## src/rtl/cla_adder_32bit_pipe_pkg.sv

```systemverilog
// Shared constants, lookahead types and the group P/G combine used by the CLA adder/subtractor family.
// Also holds the stage-1 register layout; sign bits are present only with CLA_ADD_OVF_EN.
package cla_adder_32bit_pipe_pkg;

    localparam int WIDTH = 32;
    localparam int GRP_W = 16;
    localparam int BLK_W = 4;
    localparam int NBLK  = GRP_W / BLK_W;

    typedef struct packed {
        logic p;
        logic g;
    } pg_t;

    // Merge a more-significant span (hi) onto a less-significant span (lo).
    function automatic pg_t pg_combine(input pg_t hi, input pg_t lo);
        pg_t r;
        r.p = hi.p & lo.p;
        r.g = hi.g | (hi.p & lo.g);
        return r;
    endfunction

    typedef struct packed {
        logic [GRP_W-1:0] x_hi;
        logic [GRP_W-1:0] y_hi;
        logic [GRP_W-1:0] s_lo;
        logic             p_lo;
        logic             g_lo;
        logic             c16;
`ifdef CLA_ADD_OVF_EN
        logic             x_msb;
        logic             y_msb;
`endif
    } s1_t;

endpackage

```

## src/rtl/cla_add_16bit.sv

```systemverilog
// Combinational 16-bit carry-lookahead adder: four 4-bit lookahead blocks under one group lookahead.
// Zero latency, no handshake; exports group propagate/generate for the caller's next lookahead level.
module cla_add_16bit
    import cla_adder_32bit_pipe_pkg::*;
(
    input  logic [GRP_W-1:0] x,
    input  logic [GRP_W-1:0] y,
    input  logic             cin,
    output logic [GRP_W-1:0] sum,
    output logic             pg,
    output logic             gg
);

    logic [GRP_W-1:0] p;
    logic [GRP_W-1:0] g;
    pg_t  [NBLK-1:0]  blk;
    logic [NBLK-1:0]  bc;
    pg_t              grp;
    logic             cc;

    always_comb begin
        p = x ^ y;
        g = x & y;
        for (int b = 0; b < NBLK; b++) begin
            blk[b].p = &p[BLK_W*b +: BLK_W];
            blk[b].g = g[BLK_W*b+3]
                     | (p[BLK_W*b+3] & g[BLK_W*b+2])
                     | (p[BLK_W*b+3] & p[BLK_W*b+2] & g[BLK_W*b+1])
                     | ((&p[BLK_W*b+1 +: 3]) & g[BLK_W*b]);
        end
    end

    // Block carry-ins are resolved in parallel from cin, not rippled block to block.
    always_comb begin
        bc[0] = cin;
        bc[1] = blk[0].g | (blk[0].p & cin);
        bc[2] = blk[1].g | (blk[1].p & blk[0].g) | (blk[1].p & blk[0].p & cin);
        bc[3] = blk[2].g | (blk[2].p & blk[1].g) | (blk[2].p & blk[1].p & blk[0].g)
              | (blk[2].p & blk[1].p & blk[0].p & cin);

        sum = '0;
        cc  = 1'b0;
        for (int b = 0; b < NBLK; b++) begin
            cc = bc[b];
            for (int i = 0; i < BLK_W; i++) begin
                sum[BLK_W*b+i] = p[BLK_W*b+i] ^ cc;
                cc = g[BLK_W*b+i] | (p[BLK_W*b+i] & cc);
            end
        end
    end

    always_comb begin
        grp = pg_combine(pg_combine(blk[3], blk[2]), pg_combine(blk[1], blk[0]));
        pg  = grp.p;
        gg  = grp.g;
    end

endmodule

```

## src/rtl/cla_adder_32bit_pipe.sv

```systemverilog
// Two-stage pipelined 32-bit CLA adder: low half in stage 1, high half in stage 2; 2-cycle latency.
// Valid/ready with 2-entry capacity and bubble collapse; CLA_ADD_OVF_EN adds the signed-overflow port.
module cla_adder_32bit_pipe
    import cla_adder_32bit_pipe_pkg::*;
(
    input  logic             clk,
    input  logic             rst,
    input  logic             in_valid,
    output logic             in_ready,
    input  logic [WIDTH-1:0] x,
    input  logic [WIDTH-1:0] y,
    input  logic             cin,
    output logic             out_valid,
    input  logic             out_ready,
    output logic [WIDTH-1:0] s,
    output logic             cout,
    output logic             GP,
    output logic             GG
`ifdef CLA_ADD_OVF_EN
    ,
    output logic             ovf
`endif
);

    logic             s1_valid;
    s1_t              s1_q;
    s1_t              s1_d;
    logic             s2_adv;
    logic             s1_adv;
    logic             accept;

    logic [GRP_W-1:0] s_lo_c;
    logic             lo_p;
    logic             lo_g;
    logic [GRP_W-1:0] s_hi_c;
    logic             hi_p;
    logic             hi_g;
    pg_t              word_pg;
    logic             cout_d;

    // Output register frees up when empty or draining; s1 only moves into a free output register.
    always_comb begin
        s2_adv   = !out_valid || out_ready;
        s1_adv   = s1_valid && s2_adv;
        in_ready = !s1_valid || s1_adv;
        accept   = in_valid && in_ready;
    end

    cla_add_16bit u_add_lo (
        .x   (x[GRP_W-1:0]),
        .y   (y[GRP_W-1:0]),
        .cin (cin),
        .sum (s_lo_c),
        .pg  (lo_p),
        .gg  (lo_g)
    );

    always_comb begin
        s1_d      = '0;
        s1_d.x_hi = x[WIDTH-1:GRP_W];
        s1_d.y_hi = y[WIDTH-1:GRP_W];
        s1_d.s_lo = s_lo_c;
        s1_d.p_lo = lo_p;
        s1_d.g_lo = lo_g;
        s1_d.c16  = lo_g | (lo_p & cin);
`ifdef CLA_ADD_OVF_EN
        s1_d.x_msb = x[WIDTH-1];
        s1_d.y_msb = y[WIDTH-1];
`endif
    end

    always_ff @(posedge clk or posedge rst) begin
        if (rst) begin
            s1_valid <= 1'b0;
            s1_q     <= '0;
        end else if (accept) begin
            s1_valid <= 1'b1;
            s1_q     <= s1_d;
        end else if (s1_adv) begin
            s1_valid <= 1'b0;
        end
    end

    cla_add_16bit u_add_hi (
        .x   (s1_q.x_hi),
        .y   (s1_q.y_hi),
        .cin (s1_q.c16),
        .sum (s_hi_c),
        .pg  (hi_p),
        .gg  (hi_g)
    );

    always_comb begin
        word_pg = pg_combine('{p: hi_p, g: hi_g}, '{p: s1_q.p_lo, g: s1_q.g_lo});
        cout_d  = hi_g | (hi_p & s1_q.c16);
    end

    // Data registers load only with a real result so a collapsing bubble never disturbs them.
    always_ff @(posedge clk or posedge rst) begin
        if (rst) begin
            out_valid <= 1'b0;
            s         <= '0;
            cout      <= 1'b0;
            GP        <= 1'b0;
            GG        <= 1'b0;
`ifdef CLA_ADD_OVF_EN
            ovf       <= 1'b0;
`endif
        end else if (s2_adv) begin
            out_valid <= s1_valid;
            if (s1_valid) begin
                s    <= {s_hi_c, s1_q.s_lo};
                cout <= cout_d;
                GP   <= word_pg.p;
                GG   <= word_pg.g;
`ifdef CLA_ADD_OVF_EN
                ovf  <= (s1_q.x_msb == s1_q.y_msb) & (s_hi_c[GRP_W-1] != s1_q.x_msb);
`endif
            end
        end
    end

endmodule
```

## config.mk

```make
export PLATFORM = sky130hd
export DESIGN_NAME = cla_adder_32bit_pipe
export DESIGN_NICKNAME = d
export VERILOG_FILES = /design/src/rtl/cla_adder_32bit_pipe_pkg.sv /design/src/rtl/cla_add_16bit.sv /design/src/rtl/cla_adder_32bit_pipe.sv
export SDC_FILE = /design/constraint.sdc
export NUM_CORES = 1
export LEC_CHECK = 0
export ABC_AREA = 1
export CORE_UTILIZATION = 48
export CTS_BUF_LIST = sky130_fd_sc_hd__clkbuf_8
export DETAILED_ROUTE_END_ITERATION = 6
export PLACE_DENSITY = 0.79
export SETUP_SLACK_MARGIN = 0.2
export SLEW_MARGIN = 25
export SYNTH_ARGS = -nofsm -noshare
export SYNTH_HDL_FRONTEND = slang
export SYNTH_HIERARCHICAL = 1
export SYNTH_SLANG_ARGS = --single-unit
```

## constraint.sdc

```tcl
create_clock -name clk -period 2.7 [get_ports clk]
set_clock_uncertainty 0.15 [all_clocks]
set_input_delay 0.54 -clock clk [delete_from_list [all_inputs] [get_ports clk]]
set_output_delay 0.54 -clock clk [all_outputs]
set_load 0.02 [all_outputs]
```

# Yosys cells after proc, flatten, opt, wreduce, memory -nomap -nowiden
# Cells that the tools add are included.
[totals]
output_inout_bits = 37
register_bits = 88
n_memories = 0
ramBits = 0
mem_bits_ro = 0
latchBits = 0
[classes]
n_addsub = 0
n_lt_le_gt_ge = 0
n_mul = 0
mux = 2
div = 0
bitwise_logic = 189
eq_ne = 0
shifts = 0
reduce_logical = 24
[ops]
columns = ["cell", "count"]
rows = [
  ["bitwise AND 1 bit", 86],
  ["bitwise OR 1 bit", 67],
  ["bitwise AND 16 bit", 2],
  ["AND reduction 4 bit", 8],
  ["bitwise XOR 1 bit", 32],
  ["bitwise XOR 16 bit", 2],
  ["AND reduction 3 bit", 8],
  ["logical AND 1 bit", 2],
  ["zero test 1 bit", 2],
  ["logical OR 1 bit", 2],
  ["two-way mux 1 bit", 2],
  ["AND reduction 2 bit", 1],
  ["nonzero test 2 bit", 1],
]

# Depth between registers and ports, before layout
[depth]
depth_word = 16
mapped_depth = 14
ltp_nobuf = 14

# Modules after synthesis
# The synthesis kept the hierarchy.
[by_module_without_submodules]
columns = ["module", "area_each_um2", "n_inst", "cells_per_inst"]
rows = [
  ["cla_adder_32bit_pipe", 3475.8, 1, 386],
  ["cla_add_16bit (u_add_hi)", 763.2, 1, 96],
  ["cla_add_16bit (u_add_lo)", 762.0, 1, 95],
]

# Least setup slack after synthesis
# Ideal clock, no wire load.
[synth_timing]
path_kind = "input-to-reg"
start = "input port y[3]"
end = "register s1_q[18] (netlist bit)"
required_time_ps = 2433
cell_stages = 13
arrival_time_ps = 2791
setup_ps = 117
path_slack_ps = -358
path_cell_list = "ha_1 nand2_1 nand2_1 nor2_1 nand2_2 o21ai_0 nand2_1 fa_1 fa_1 fa_1 xor2_1 nand3_1 nand2_1"
[synth_lines]
columns = ["item", "line_no", "source"]
rows = [
  ["start: declaration", "cla_adder_32bit_pipe.sv:11", "input logic [WIDTH-1:0] y,"],
  ["end signal: assignment", "cla_adder_32bit_pipe.sv:75", "s1_q <= '0;"],
  ["end signal: assignment", "cla_adder_32bit_pipe.sv:78", "s1_q <= s1_d;"],
  ["end: declaration", "cla_adder_32bit_pipe.sv:26", "s1_t s1_q;"],
]

# Final worst setup path
[layout_timing]
start = "register s1_q[26] (netlist bit)"
end = "register s[31]"
[layout_via]
elab_chain_len = 16
word_cells_on_any_way = 26
[layout_lines]
columns = ["item", "line_no", "source"]
rows = [
  ["bitwise XOR 16 bit", "cla_add_16bit.sv:22", "p = x ^ y;"],
  ["bitwise AND 1 bit, on equally long branches", "cla_add_16bit.sv:27, cla_add_16bit.sv:28", ""],
  ["bitwise OR 1 bit or bitwise AND 1 bit (tied branches)", "cla_add_16bit.sv:27, cla_add_16bit.sv:28", ""],
  ["bitwise OR 1 bit", "cla_add_16bit.sv:28", "| (p[BLK_W*b+3] & p[BLK_W*b+2] & g[BLK_W*b+1])"],
  ["bitwise OR 1 bit", "cla_add_16bit.sv:29", "| ((&p[BLK_W*b+1 +: 3]) & g[BLK_W*b]);"],
  ["bitwise AND 1 bit", "cla_add_16bit.sv:38", "bc[3] = blk[2].g | (blk[2].p & blk[1].g) | (blk[2].p & blk[1].p & blk[0].g)"],
  ["bitwise OR 1 bit (2 in series)", "cla_add_16bit.sv:38", ""],
  ["bitwise OR 1 bit *", "cla_add_16bit.sv:39", "| (blk[2].p & blk[1].p & blk[0].p & cin);"],
  ["bitwise AND 1 bit *", "cla_add_16bit.sv:47", "cc = g[BLK_W*b+i] | (p[BLK_W*b+i] & cc);"],
  ["bitwise OR 1 bit *", "cla_add_16bit.sv:47", ""],
  ["bitwise AND 1 bit *", "cla_add_16bit.sv:47", ""],
  ["bitwise OR 1 bit *", "cla_add_16bit.sv:47", ""],
  ["bitwise AND 1 bit *", "cla_add_16bit.sv:47", ""],
  ["bitwise OR 1 bit *", "cla_add_16bit.sv:47", ""],
  ["bitwise XOR 1 bit *", "cla_add_16bit.sv:46", "sum[BLK_W*b+i] = p[BLK_W*b+i] ^ cc;"],
  ["via s_hi_c[15]", "cla_adder_32bit_pipe.sv:35", "logic [GRP_W-1:0] s_hi_c;"],
  ["end signal: assignment", "cla_adder_32bit_pipe.sv:112", "s <= {s_hi_c, s1_q.s_lo};"],
  ["end: declaration", "cla_adder_32bit_pipe.sv:15", "output logic [WIDTH-1:0] s,"],
]
# The timed path passes the listed nets; every way through them passes the cells marked *.
# A chain may end at the register's enable or synchronous reset.

==> impl_metrics.json <==
{
  "status": "complete, but fails checks",
  "violations": "setup timing",
  "initial_utilization_pct": 50.2,
  "post-route-period-util_pct": 106,
  "fin_crit_ns": 2.87,
  "cp-end-kind": "register",
  "yosysTopAreaCell": "dfrtp_1",
  "io_pins": 106,
  "drt_pass1_iterations": 5,
  "max_cap_violations": 0,
  "syn_area_per_cell_um2": 8.67,
  "syn_nets": 702,
  "drt-initial-drc-count": 257,
  "antennaDiodeCount": 0,
  "ys_top_cells_by_count": "nand2_1, dfrtp_1, nand3_1",
  "drive_gt1_share_pct": 30.8,
  "routed_via_density": 5.32,
  "leakagePower_uw": 0.00377,
  "busiest_layer": "met2",
  "gr-usage-met3_pct": 4.01,
  "yosysMostFrequentCell": "nand2_1",
  "cp_max_fo": 5,
  "die_h_um": 104,
  "synth-async-reset-ratio_pct": 100,
  "rsz0062_at_grt": "true",
  "peakVddDrop_mv": 0.497,
  "clk_latency_ns": 0.36,
  "reg2regPathDepth": 11,
  "syn_area_mm2": 0.00500,
  "ys_top_cells_by_area": "dfrtp_1, nand2_1, fa_1, ha_1, nand3_1",
  "internal-power_uw": 3160,
  "netlist_instances": 577,
  "synth_edf_count": 0,
  "switchingPower_uw": 1890,
  "clock_path_buffers": 2,
  "finalWirelength_um": 14900,
  "routedWlPerCell_um": 16.6,
  "cts_tree": "done",
  "clock-sinks": 88,
  "holdBufCountCts": 0,
  "tightest_slew_ns": 0.490,
  "worst-setup-path-type": "reg -> reg",
  "hold_path_startpoint": "s[19]",
  "crit_start": "s1_q[26]",
  "finalSetupViolations": 9,
  "power.share.clock_pct": 17.0,
  "fin_ws_ns": -0.172,
  "gr-usage-all-layers_pct": 27.1,
  "nNetsFinal": 887,
  "grtUsageMet1_pct": 31.2,
  "grt_pass1_wl_um": 23100,
  "clk_pin_slew_ns": 0.08,
  "yosysWarnings": 6,
  "ys_ff_latch": 88,
  "ys.flop_type": "dfrtp_1",
  "area_delta_synth_final_pct": 49.8,
  "cp.required_ns": 2.81,
  "hold_viol": 0,
  "htree_levels": 3,
  "core_area_mm2": 0.00995,
  "p_sw_share_pct": 37.4,
  "holdPathStages": 2,
  "reg2reg_from": "s1_q[26]",
  "cp.arrival_ns": 2.99,
  "pwr-share-seq_pct": 37.4,
  "cellPowerDensity_mw_per_mm2": 674,
  "drc_errors": 0,
  "power_frac_comb_pct": 45.6,
  "start_kind": "register",
  "hold_class": "reg -> reg",
  "slew_headroom_pct": 67.4,
  "grt_overflow_total": 0,
  "synth.distinct_cells": 24,
  "finalSetupTns_ns": -1.05,
  "drv_slew": 0,
  "fmax_mhz": 348,
  "gp_congestion": 0.871,
  "grt_antenna_before_repair": 1,
  "numCtsBuffers": 9,
  "die_area_mm2": 0.0108,
  "antenna_left": 0,
  "num_rows": 36,
  "ys_seq_area_share_pct": 44.0,
  "fp.dieW_um": 104,
  "met2_usage_pct": 46.0,
  "vias": 4778,
  "grt_pass1_vias": 4921,
  "netlist.area_leader.share_pct": 44.0,
  "root_buffer": "clkbuf_8",
  "grt_start_max_net_pins": 89,
  "dp_hpwl_um": 9010,
  "io_buffer_count": 105,
  "place_ws_ns": -0.829
}
## layout make-up
class                           count  area, um2
Multi-Input combinational cell    422       2990
Inverter                           44        169
Tap cell                          133        166
Timing Repair Buffer              197       1790
Fill cell                         633       2460
Clock inverter                      2       15.0
Sequential cell                    88       2200
Clock buffer                       12        165
## layer usage
metal  vias up  wire length, um
li1       2179                -
met1      2310             5750
met2       204             7510
met3        83              622
met4         2             1020
met5         -               13
## placed cells by master (no fill, tap or decap), types with 2 or more instances in the layout
cell | netlist | layout
fa_2 | 0 | 19
or2_1 | 2 | 2
buf_2 | 8 | 10
nand2_2 | 7 | 19
xnor2_2 | 0 | 3
a21oi_1 | 10 | 5
dfrtp_1 | 88 | 88
clkbuf_2 | 0 | 4
ha_4 | 0 | 16
nand2_4 | 1 | 5
nor2_2 | 4 | 3
a21oi_2 | 0 | 4
fa_1 | 24 | 5
nor2_4 | 0 | 7
xor2_1 | 4 | 4
clkbuf_8 | 0 | 12
buf_6 | 4 | 28
inv_2 | 2 | 15
nand3_4 | 1 | 2
nand4_1 | 5 | 5
nand3_2 | 0 | 9
buf_12 | 0 | 2
nand2_1 | 246 | 230
buf_4 | 7 | 68
inv_1 | 42 | 28
clkdlybuf4s50_1 | 0 | 79
nor2_1 | 8 | 2
ha_1 | 32 | 16
clkinvlp_4 | 0 | 3
clkdlybuf4s15_1 | 0 | 5
nor3_1 | 4 | 2
nand3_1 | 65 | 55
## power by group through the flow
stage,combinational [uW],clock (uW),sequential [uW]
after detailed placement,2050,0,1900
after floorplan,863,0,2150
final,2300,857,1890
after global routing,2500,933,1930
after global placement,1990,0,1890
after CTS,2130,865,1890
## cells by family after synthesis
logic type	count (synthesis)	synth area share, %
adders and majority gates	56	17.6
AOI/OAI and AO/OA	15	1.80
xor gates and xnor gates	8	1.40
DFF	88	44.0
and+or+nand+nor	343	28.8
buffers and inverters	67	6.35
## state kept, by name, indices dropped and copies added, names as in the netlist
register and flops:
s1_valid 1, s1_q 51, out_valid 1, GP 1, GG 1, s 32
cout 1
## final timing paths
kind | endpoint | slack (ns)
max | s[31] | -0.17
min | s[19] | 0.33
max reg2reg | s[31] | -0.17
min reg2reg | s[19] | 0.33
max in group asynchronous | s1_q[35] | 1.52
min in group asynchronous | s[8] | 0.48
## critical path, cell delays in order, from the launching register on
cell,delay [ns]
dfrtp_1,0.42
ha_4,0.27
a21oi_1,0.17
nand3_2,0.15
a21oi_2,0.16
nand2_1,0.10
fa_2,0.35
fa_2,0.35
fa_2,0.36
xor2_1,0.18
nand2_1,0.08
nand2_1,0.05
## per-stage QoR
step	cells	hold WS, ns	utilization (%)	cell area (um2)	power, uW
4_1_cts	891	0.328	71.7	7140	4880
3_5_place_dp	844	0.308	66.2	6590	3950
2_1_floorplan	577	0.292	-	5110	3020
5_1_grt	898	0.338	75.3	7490	5360
6_report	898	0.330	75.3	7490	5050
3_3_place_gp	844	0.303	66.2	6590	3880
## what timing repair did
action,4_1_cts,5_1_grt
setup buffers,33,7
pin swaps,62,49
resized for setup,111,88
endpoints found under the setup margin,17,25
Power figures use the tool's default switching activity.
